<file path="config.mk">
export PLATFORM = sky130hd
export DESIGN_NAME = sm83_regfile_mp_flat
export DESIGN_NICKNAME = d
export VERILOG_FILES = /design/src/rtl/sm83_regfile_mp_if.sv /design/src/rtl/sm83_regfile_mp.sv /design/src/flat_wrapper.sv
export SDC_FILE = /design/constraint.sdc
export NUM_CORES = 1
export LEC_CHECK = 0
export CORE_UTILIZATION = 25
export DETAILED_ROUTE_END_ITERATION = 8
export PLACE_DENSITY_LB_ADDON = 0.3
export SETUP_SLACK_MARGIN = 0.2
export SLEW_MARGIN = 10
export SYNTH_ARGS = -nofsm -noshare
export SYNTH_HDL_FRONTEND = slang
export SYNTH_SLANG_ARGS = --single-unit
</file>
<file path="constraint.sdc">
create_clock -name clk -period 5.2 [get_ports clk]
set_input_delay 1.04 -clock clk [delete_from_list [all_inputs] [get_ports clk]]
set_output_delay 1.04 -clock clk [all_outputs]
set_load 0.05 [all_outputs]
</file>
<file path="src/rtl/sm83_regfile_mp_if.sv">
// Bus bundle for sm83_regfile_mp: read selects/data, write strobes, PC control and status.
// Write strobes carry no handshake: each strobe is a single-cycle request sampled on the rising edge and always accepted.
interface sm83_regfile_mp_if #(
  parameter int NUM_RD_PORTS = 2,
  parameter int DATA_W       = 8
);
  logic [NUM_RD_PORTS*4-1:0]        rd8_sel;
  logic [NUM_RD_PORTS*DATA_W-1:0]   rd8_data;
  logic [NUM_RD_PORTS*2-1:0]        rd16_sel;
  logic [NUM_RD_PORTS*2*DATA_W-1:0] rd16_data;
  logic                             wr8_en;
  logic [3:0]                       wr8_sel;
  logic [DATA_W-1:0]                wr8_data;
  logic                             wr16_en;
  logic [1:0]                       wr16_sel;
  logic [2*DATA_W-1:0]              wr16_data;
  logic [3:0]                       f_wr_mask;
  logic [3:0]                       f_wr_data;
  logic                             idu_en;
  logic [1:0]                       idu_sel;
  logic                             idu_dec;
  logic                             pc_inc;
  logic                             pc_load;
  logic [2*DATA_W-1:0]              pc_load_data;
  logic [2*DATA_W-1:0]              pc;
  logic [2*DATA_W-1:0]              sp;
  logic [3:0]                       flags;
  logic                             wr_conflict;

  modport master (
    output rd8_sel, rd16_sel, wr8_en, wr8_sel, wr8_data, wr16_en, wr16_sel, wr16_data,
           f_wr_mask, f_wr_data, idu_en, idu_sel, idu_dec, pc_inc, pc_load, pc_load_data,
    input  rd8_data, rd16_data, pc, sp, flags, wr_conflict
  );

  modport slave (
    input  rd8_sel, rd16_sel, wr8_en, wr8_sel, wr8_data, wr16_en, wr16_sel, wr16_data,
           f_wr_mask, f_wr_data, idu_en, idu_sel, idu_dec, pc_inc, pc_load, pc_load_data,
    output rd8_data, rd16_data, pc, sp, flags, wr_conflict
  );
endinterface

</file>
<file path="src/rtl/sm83_regfile_mp.sv">
// SM83 multi-port register file with IDU, PC sequencer, masked flag writes and collision flag.
// Optional macro SM83_RF_BYPASS_EN forwards same-cycle write results to all read ports.
module sm83_regfile_mp #(
  parameter int                    NUM_RD_PORTS = 2,
  parameter int                    DATA_W       = 8,
  parameter logic [2*DATA_W-1:0]   PC_RESET     = '0,
  parameter logic [2*DATA_W-1:0]   SP_RESET     = '0
) (
  input logic              clk,
  input logic              rst_n,
  sm83_regfile_mp_if.slave bus
);
  localparam int            PW     = 2*DATA_W;
  localparam logic [PW-1:0] ONE    = PW'(1);
  localparam logic [3:0]    SEL_A  = 4'd6;
  localparam logic [3:0]    SEL_F  = 4'd7;
  localparam logic [3:0]    SEL_IR = 4'd8;
  localparam logic [3:0]    SEL_IE = 4'd9;

  // Pair storage indexed by the 16-bit select code: BC, DE, HL, SP.
  logic [PW-1:0]     pair_q [4];
  logic [PW-1:0]     pair_n [4];
  logic [DATA_W-1:0] a_q, a_n, ir_q, ir_n, ie_q, ie_n;
  logic [3:0]        f_q, f_n;
  logic [PW-1:0]     pc_q, pc_n;
  logic              conflict_q, conflict_n;
  logic [PW-1:0]     idu_res;
  logic              wr8_pair_hit;

  assign idu_res      = bus.idu_dec ? pair_q[bus.idu_sel] - ONE : pair_q[bus.idu_sel] + ONE;
  assign wr8_pair_hit = (bus.wr8_sel < 4'd6);

  // Lowest priority first so later assignments win on any shared byte.
  always_comb begin
    for (int i = 0; i < 4; i++) pair_n[i] = pair_q[i];
    a_n  = a_q;
    f_n  = f_q;
    ir_n = ir_q;
    ie_n = ie_q;
    if (bus.idu_en)  pair_n[bus.idu_sel]  = idu_res;
    if (bus.wr16_en) pair_n[bus.wr16_sel] = bus.wr16_data;
    if (bus.wr8_en) begin
      if (wr8_pair_hit) begin
        if (bus.wr8_sel[0]) pair_n[bus.wr8_sel[2:1]][DATA_W-1:0]  = bus.wr8_data;
        else                pair_n[bus.wr8_sel[2:1]][PW-1:DATA_W] = bus.wr8_data;
      end else begin
        case (bus.wr8_sel)
          SEL_A:   a_n  = bus.wr8_data;
          SEL_F:   f_n  = bus.wr8_data[DATA_W-1 -: 4];
          SEL_IR:  ir_n = bus.wr8_data;
          SEL_IE:  ie_n = bus.wr8_data;
          default: ;
        endcase
      end
    end
    f_n = (f_n & ~bus.f_wr_mask) | (bus.f_wr_data & bus.f_wr_mask);
  end

  // A byte is contested when two of {wr8, wr16, idu} land on it; only pairs can be shared.
  always_comb begin
    conflict_n = 1'b0;
    if (bus.wr16_en && bus.idu_en && (bus.wr16_sel == bus.idu_sel)) conflict_n = 1'b1;
    if (bus.wr8_en && wr8_pair_hit) begin
      if (bus.wr16_en && (bus.wr16_sel == bus.wr8_sel[2:1])) conflict_n = 1'b1;
      if (bus.idu_en  && (bus.idu_sel  == bus.wr8_sel[2:1])) conflict_n = 1'b1;
    end
  end

  always_comb begin
    pc_n = pc_q;
    if (bus.pc_load)     pc_n = bus.pc_load_data;
    else if (bus.pc_inc) pc_n = pc_q + ONE;
  end

  always_ff @(posedge clk or negedge rst_n) begin
    if (!rst_n) begin
      pair_q[0]  <= '0;
      pair_q[1]  <= '0;
      pair_q[2]  <= '0;
      pair_q[3]  <= SP_RESET;
      a_q        <= '0;
      f_q        <= '0;
      ir_q       <= '0;
      ie_q       <= '0;
      pc_q       <= PC_RESET;
      conflict_q <= 1'b0;
    end else begin
      for (int i = 0; i < 4; i++) pair_q[i] <= pair_n[i];
      a_q        <= a_n;
      f_q        <= f_n;
      ir_q       <= ir_n;
      ie_q       <= ie_n;
      pc_q       <= pc_n;
      conflict_q <= conflict_n;
    end
  end

  // Read view: post-edge values when forwarding, stored values otherwise.
  logic [PW-1:0]     v_pair [4];
  logic [DATA_W-1:0] v_a, v_ir, v_ie;
  logic [3:0]        v_f;

  always_comb begin
`ifdef SM83_RF_BYPASS_EN
    for (int i = 0; i < 4; i++) v_pair[i] = pair_n[i];
    v_a  = a_n;
    v_f  = f_n;
    v_ir = ir_n;
    v_ie = ie_n;
`else
    for (int i = 0; i < 4; i++) v_pair[i] = pair_q[i];
    v_a  = a_q;
    v_f  = f_q;
    v_ir = ir_q;
    v_ie = ie_q;
`endif
  end

  for (genvar p = 0; p < NUM_RD_PORTS; p++) begin : g_rd
    logic [3:0]        s8;
    logic [DATA_W-1:0] v8;
    assign s8 = bus.rd8_sel[p*4 +: 4];
    always_comb begin
      v8 = '0;
      if (s8 < 4'd6) begin
        v8 = s8[0] ? v_pair[s8[2:1]][DATA_W-1:0] : v_pair[s8[2:1]][PW-1:DATA_W];
      end else begin
        case (s8)
          SEL_A:   v8 = v_a;
          SEL_F:   v8 = {v_f, {(DATA_W-4){1'b0}}};
          SEL_IR:  v8 = v_ir;
          SEL_IE:  v8 = v_ie;
          default: v8 = '0;
        endcase
      end
    end
    assign bus.rd8_data[p*DATA_W +: DATA_W] = v8;
    assign bus.rd16_data[p*PW +: PW]        = v_pair[bus.rd16_sel[p*2 +: 2]];
  end

  assign bus.pc          = pc_q;
  assign bus.sp          = pair_q[3];
  assign bus.flags       = f_q;
  assign bus.wr_conflict = conflict_q;
endmodule

</file>
<file path="src/flat_wrapper.sv">
// flat-port wrapper written by rule: the top's interface ports become plain ports
module sm83_regfile_mp_flat 
#(
  parameter int                    NUM_RD_PORTS = 2,
  parameter int                    DATA_W       = 8,
  parameter logic [2*DATA_W-1:0]   PC_RESET     = '0,
  parameter logic [2*DATA_W-1:0]   SP_RESET     = '0
)
  (clk, rst_n, bus_rd8_sel, bus_rd16_sel, bus_wr8_en, bus_wr8_sel, bus_wr8_data, bus_wr16_en, bus_wr16_sel, bus_wr16_data, bus_f_wr_mask, bus_f_wr_data, bus_idu_en, bus_idu_sel, bus_idu_dec, bus_pc_inc, bus_pc_load, bus_pc_load_data, bus_rd8_data, bus_rd16_data, bus_pc, bus_sp, bus_flags, bus_wr_conflict);
  sm83_regfile_mp_if #(.NUM_RD_PORTS(NUM_RD_PORTS), .DATA_W(DATA_W)) bus_i ();
  input logic clk;
  input logic rst_n;
  input wire logic [$bits(bus_i.rd8_sel)-1:0] bus_rd8_sel;
  input wire logic [$bits(bus_i.rd16_sel)-1:0] bus_rd16_sel;
  input wire logic [$bits(bus_i.wr8_en)-1:0] bus_wr8_en;
  input wire logic [$bits(bus_i.wr8_sel)-1:0] bus_wr8_sel;
  input wire logic [$bits(bus_i.wr8_data)-1:0] bus_wr8_data;
  input wire logic [$bits(bus_i.wr16_en)-1:0] bus_wr16_en;
  input wire logic [$bits(bus_i.wr16_sel)-1:0] bus_wr16_sel;
  input wire logic [$bits(bus_i.wr16_data)-1:0] bus_wr16_data;
  input wire logic [$bits(bus_i.f_wr_mask)-1:0] bus_f_wr_mask;
  input wire logic [$bits(bus_i.f_wr_data)-1:0] bus_f_wr_data;
  input wire logic [$bits(bus_i.idu_en)-1:0] bus_idu_en;
  input wire logic [$bits(bus_i.idu_sel)-1:0] bus_idu_sel;
  input wire logic [$bits(bus_i.idu_dec)-1:0] bus_idu_dec;
  input wire logic [$bits(bus_i.pc_inc)-1:0] bus_pc_inc;
  input wire logic [$bits(bus_i.pc_load)-1:0] bus_pc_load;
  input wire logic [$bits(bus_i.pc_load_data)-1:0] bus_pc_load_data;
  output wire logic [$bits(bus_i.rd8_data)-1:0] bus_rd8_data;
  output wire logic [$bits(bus_i.rd16_data)-1:0] bus_rd16_data;
  output wire logic [$bits(bus_i.pc)-1:0] bus_pc;
  output wire logic [$bits(bus_i.sp)-1:0] bus_sp;
  output wire logic [$bits(bus_i.flags)-1:0] bus_flags;
  output wire logic [$bits(bus_i.wr_conflict)-1:0] bus_wr_conflict;
  assign bus_i.rd8_sel = bus_rd8_sel;
  assign bus_i.rd16_sel = bus_rd16_sel;
  assign bus_i.wr8_en = bus_wr8_en;
  assign bus_i.wr8_sel = bus_wr8_sel;
  assign bus_i.wr8_data = bus_wr8_data;
  assign bus_i.wr16_en = bus_wr16_en;
  assign bus_i.wr16_sel = bus_wr16_sel;
  assign bus_i.wr16_data = bus_wr16_data;
  assign bus_i.f_wr_mask = bus_f_wr_mask;
  assign bus_i.f_wr_data = bus_f_wr_data;
  assign bus_i.idu_en = bus_idu_en;
  assign bus_i.idu_sel = bus_idu_sel;
  assign bus_i.idu_dec = bus_idu_dec;
  assign bus_i.pc_inc = bus_pc_inc;
  assign bus_i.pc_load = bus_pc_load;
  assign bus_i.pc_load_data = bus_pc_load_data;
  assign bus_rd8_data = bus_i.rd8_data;
  assign bus_rd16_data = bus_i.rd16_data;
  assign bus_pc = bus_i.pc;
  assign bus_sp = bus_i.sp;
  assign bus_flags = bus_i.flags;
  assign bus_wr_conflict = bus_i.wr_conflict;
  sm83_regfile_mp #(.NUM_RD_PORTS(NUM_RD_PORTS), .DATA_W(DATA_W), .PC_RESET(PC_RESET), .SP_RESET(SP_RESET)) u_core (.clk(clk), .rst_n(rst_n), .bus(bus_i));
endmodule
</file>
==> impl_metrics.tcl <==
set metrics [dict create \
    status "finished, final reports clean" \
    vdd_ir_drop_max_mv 0.392 \
    hold_viol 0 \
    fin_crit_ns 4.50 \
    multi_input_area_um2 5710 \
    critPathKind "input port to output port" \
    pin_count 161 \
    postRouteAntennaNets 0 \
    fmax_mhz 222 \
    grt_pass1_vias 8390 \
    cp-start-kind "input port" \
    cts_resized 0 \
    drv_slew 0 \
    ys_warn_count 0 \
    grt_pass1_wl_um 53800 \
    ys_ff_latch 109 \
    gp_congestion 0.902 \
    cts_tree "done" \
    setup_viol 0 \
    place_ws_ns 0.698 \
    crit_fanout 13 \
    portBuffers 160 \
    grt_util_all_layers_pct 19.8 \
    overflow 0 \
    wl_per_cell_um 23.8 \
    dp.cells 1521 \
    fin_cells 1537 \
    ff_latch_area_um2 2730 \
    fin_area_um2 11300 \
    post_cts_buffers 0 \
    p_leak_nw 4.31 \
    nets 1169 \
    clk_latency_ns 0.37 \
    synth.most_common_cell "nand2_1" \
    row_count 68 \
    rsz0062_at_grt "false" \
    async_flop_share_pct 100 \
    post-route-period-util_pct 86.6 \
    clock_sinks 109 \
    num_vias 8750 \
    fillerInstances 3625 \
    core_area_um2 34900 \
    regToRegEndpoint "u_core.pair_q[41]" \
    dp_hpwl_um 27200 \
    drive_gt1_share_pct 15.6 \
    start_util_pct 25.6 \
    synthTopCellsByCount "nand2_1 (123), dfrtp_1 (109), o21ai_0 (90)" \
    dpl-instance-area_um2 10900 \
    cp-startpoint "bus_rd8_sel[1]" \
    fp.dieArea_um2 36500 \
    path_clk_slew_ns 0.09 \
    clk_path_buf_depth 2 \
    slowest_stage "clkdlybuf4s50_1" \
    area_growth_pct 26.0 \
    rr_worst_depth 9 \
    powerDensity_nw_per_um2 446 \
    yosys.area.top_type_share_pct 30.5 \
    drtPass1Iterations 6 \
    detail_route.iter0.violations 904 \
    netlist_area_um2 8940 \
    synth.area.top_cells "dfrtp_1 (31%), mux4_2 (16%), nand2_1 (5.2%), o21ai_0 (5.0%), nor2_1 (3.5%)" \
    hold_path_class "register to register" \
    antenna_found_initial 1 \
    viasPerCell 5.69 \
    die_h_um 191 \
    synth.avg_cell_area_um2 9.13 \
    synthesis.instances 979 \
    fin_skew_ns 0.0117 \
    end_kind "output port" \
    die_x_um 191 \
    endpoint "bus_rd8_data[2]" \
    worst_slack_ns 0.698 \
    finalWirelength_um 36500 \
    cts-root-buf "clkbuf_16" \
    max_slew_margin_pct 21.0 \
    seq_area_frac_synth_pct 30.5 \
    synth-edff-count 0 \
    hold_buffers 0 \
    synth_ff_type "dfrtp_1" \
    slowest_delay_ns 1.03 \
    worst_pin_slew_ns 1.18 \
    setup_tns_ns 0 \
    antenna_cells 0 \
    numCtsBuffers 9 \
    syn-num-nets 1071 \
    yosysTopAreaCell "dfrtp_1" \
    path_cells "clkdlybuf4s50_1 -> buf_4 -> mux4_2 -> o21ai_0 -> o211ai_1 -> buf_12" \
    ff2ff_setup_slack_ns 2.07 \
    crit_arrival_ns 3.46 \
    r2r_start "u_core.pair_q[50]" \
    drc 0 \
    synth_cell_types 56 \
    htreeDepth 3 \
    required_ns 4.16 \
    cap_viol_max_count 0 \
    grt_max_degree 53 \
]
==> state kept, by name, indices dropped and copies added, names as in the netlist, named ones only <==
signal,flops
u_core.pair_q,48
u_core.bus.pc,16
u_core.bus.sp,16
u_core.a_q,8
u_core.ie_q,8
u_core.ir_q,8
u_core.bus.wr_conflict,1
==> kinds of logic after synthesis <==
kind of cell / after synthesis / synth area share (%)
DFF: 109 / 30.5
muxes: 112 / 21.8
buffers and inverters: 113 / 5.54
AOI/OAI and AO/OA: 286 / 20.8
and+or+nand+nor: 309 / 15.7
xor gates and xnor gates: 34 / 3.33
adders and majority gates: 16 / 2.32
==> final cells by class <==
cell class | count | share of cell area (%)
multi-input combinational | 757 | 50.8
sequential | 109 | 24.2
timing repair buffer | 187 | 16.6
tap | 455 | 5.06
clock buffer | 9 | 2.00
clock inverter | 7 | 0.889
inverter | 13 | 0.433
==> how the worst min path moves through the flow <==
stage / startpoint / endpoint / depth (start not counted)
after floorplan: u_core.ir_q[4] / u_core.ir_q[4] / 1
after global placement: u_core.a_q[6] / u_core.a_q[6] / 1
after detailed placement: u_core.a_q[6] / u_core.a_q[6] / 1
after CTS: u_core.ie_q[6] / u_core.ie_q[6] / 1
after global routing: u_core.ie_q[5] / u_core.ie_q[5] / 1
final: u_core.a_q[7] / u_core.a_q[7] / 1
==> worst max-delay path: cells and delay by family <==
kind | cells | cell delay, ns
compound gates | 2 | 0.35
mux | 1 | 0.51
buf+inv | 3 | 1.54
==> metal layers <==
layer | share of wire [%] | GRT usage [%]
met1 | 42 | 27.0
met2 | 45 | 31.0
met3 | 9.6 | 4.57
met4 | 2.7 | 5.86
met5 | 0 | 0
==> report_power, final <==
| part | total (mW) | leakage, nW | internal [mW] | switching (mW) |
|---|---|---|---|---|
| registers | 1.55 | 1.28 | 1.07 | 0.478 |
| clock network | 0.789 | 0.158 | 0.393 | 0.396 |
| logic | 2.68 | 2.87 | 1.10 | 1.58 |
==> layout by cell type, fill, tap and decap left out, drive strengths merged, types with 15 or more instances in the layout <==
cell           synthesis  final
xor2                  18     18
nand2                123    123
a21oi                 57     57
o21ai                 90     90
mux4                  64     64
ha                    15     15
inv                   13     17
nor2                  83     83
o22ai                 21     21
mux2i                 24     24
a221oi                21     21
dfrtp                109    109
clkdlybuf4s50          0    143
a22oi                 15     15
mux2                  24     24
xnor2                 16     16
o211ai                18     18
buf                   32     44
nand3                 40     40
==> per-stage QoR <==
stage / power [mW] / utilization [%] / hold WS [ns]
final: 5.02 / 32.3 / 0.539
after global routing: 5.23 / 32.3 / 0.561
after CTS: 4.99 / 32.3 / 0.543
after detailed placement: 4.19 / 31.3 / 0.523
after global placement: 4.19 / 31.3 / 0.518
after floorplan: 3.23 / - / 0.501
(Power assumes the default switching activity.)
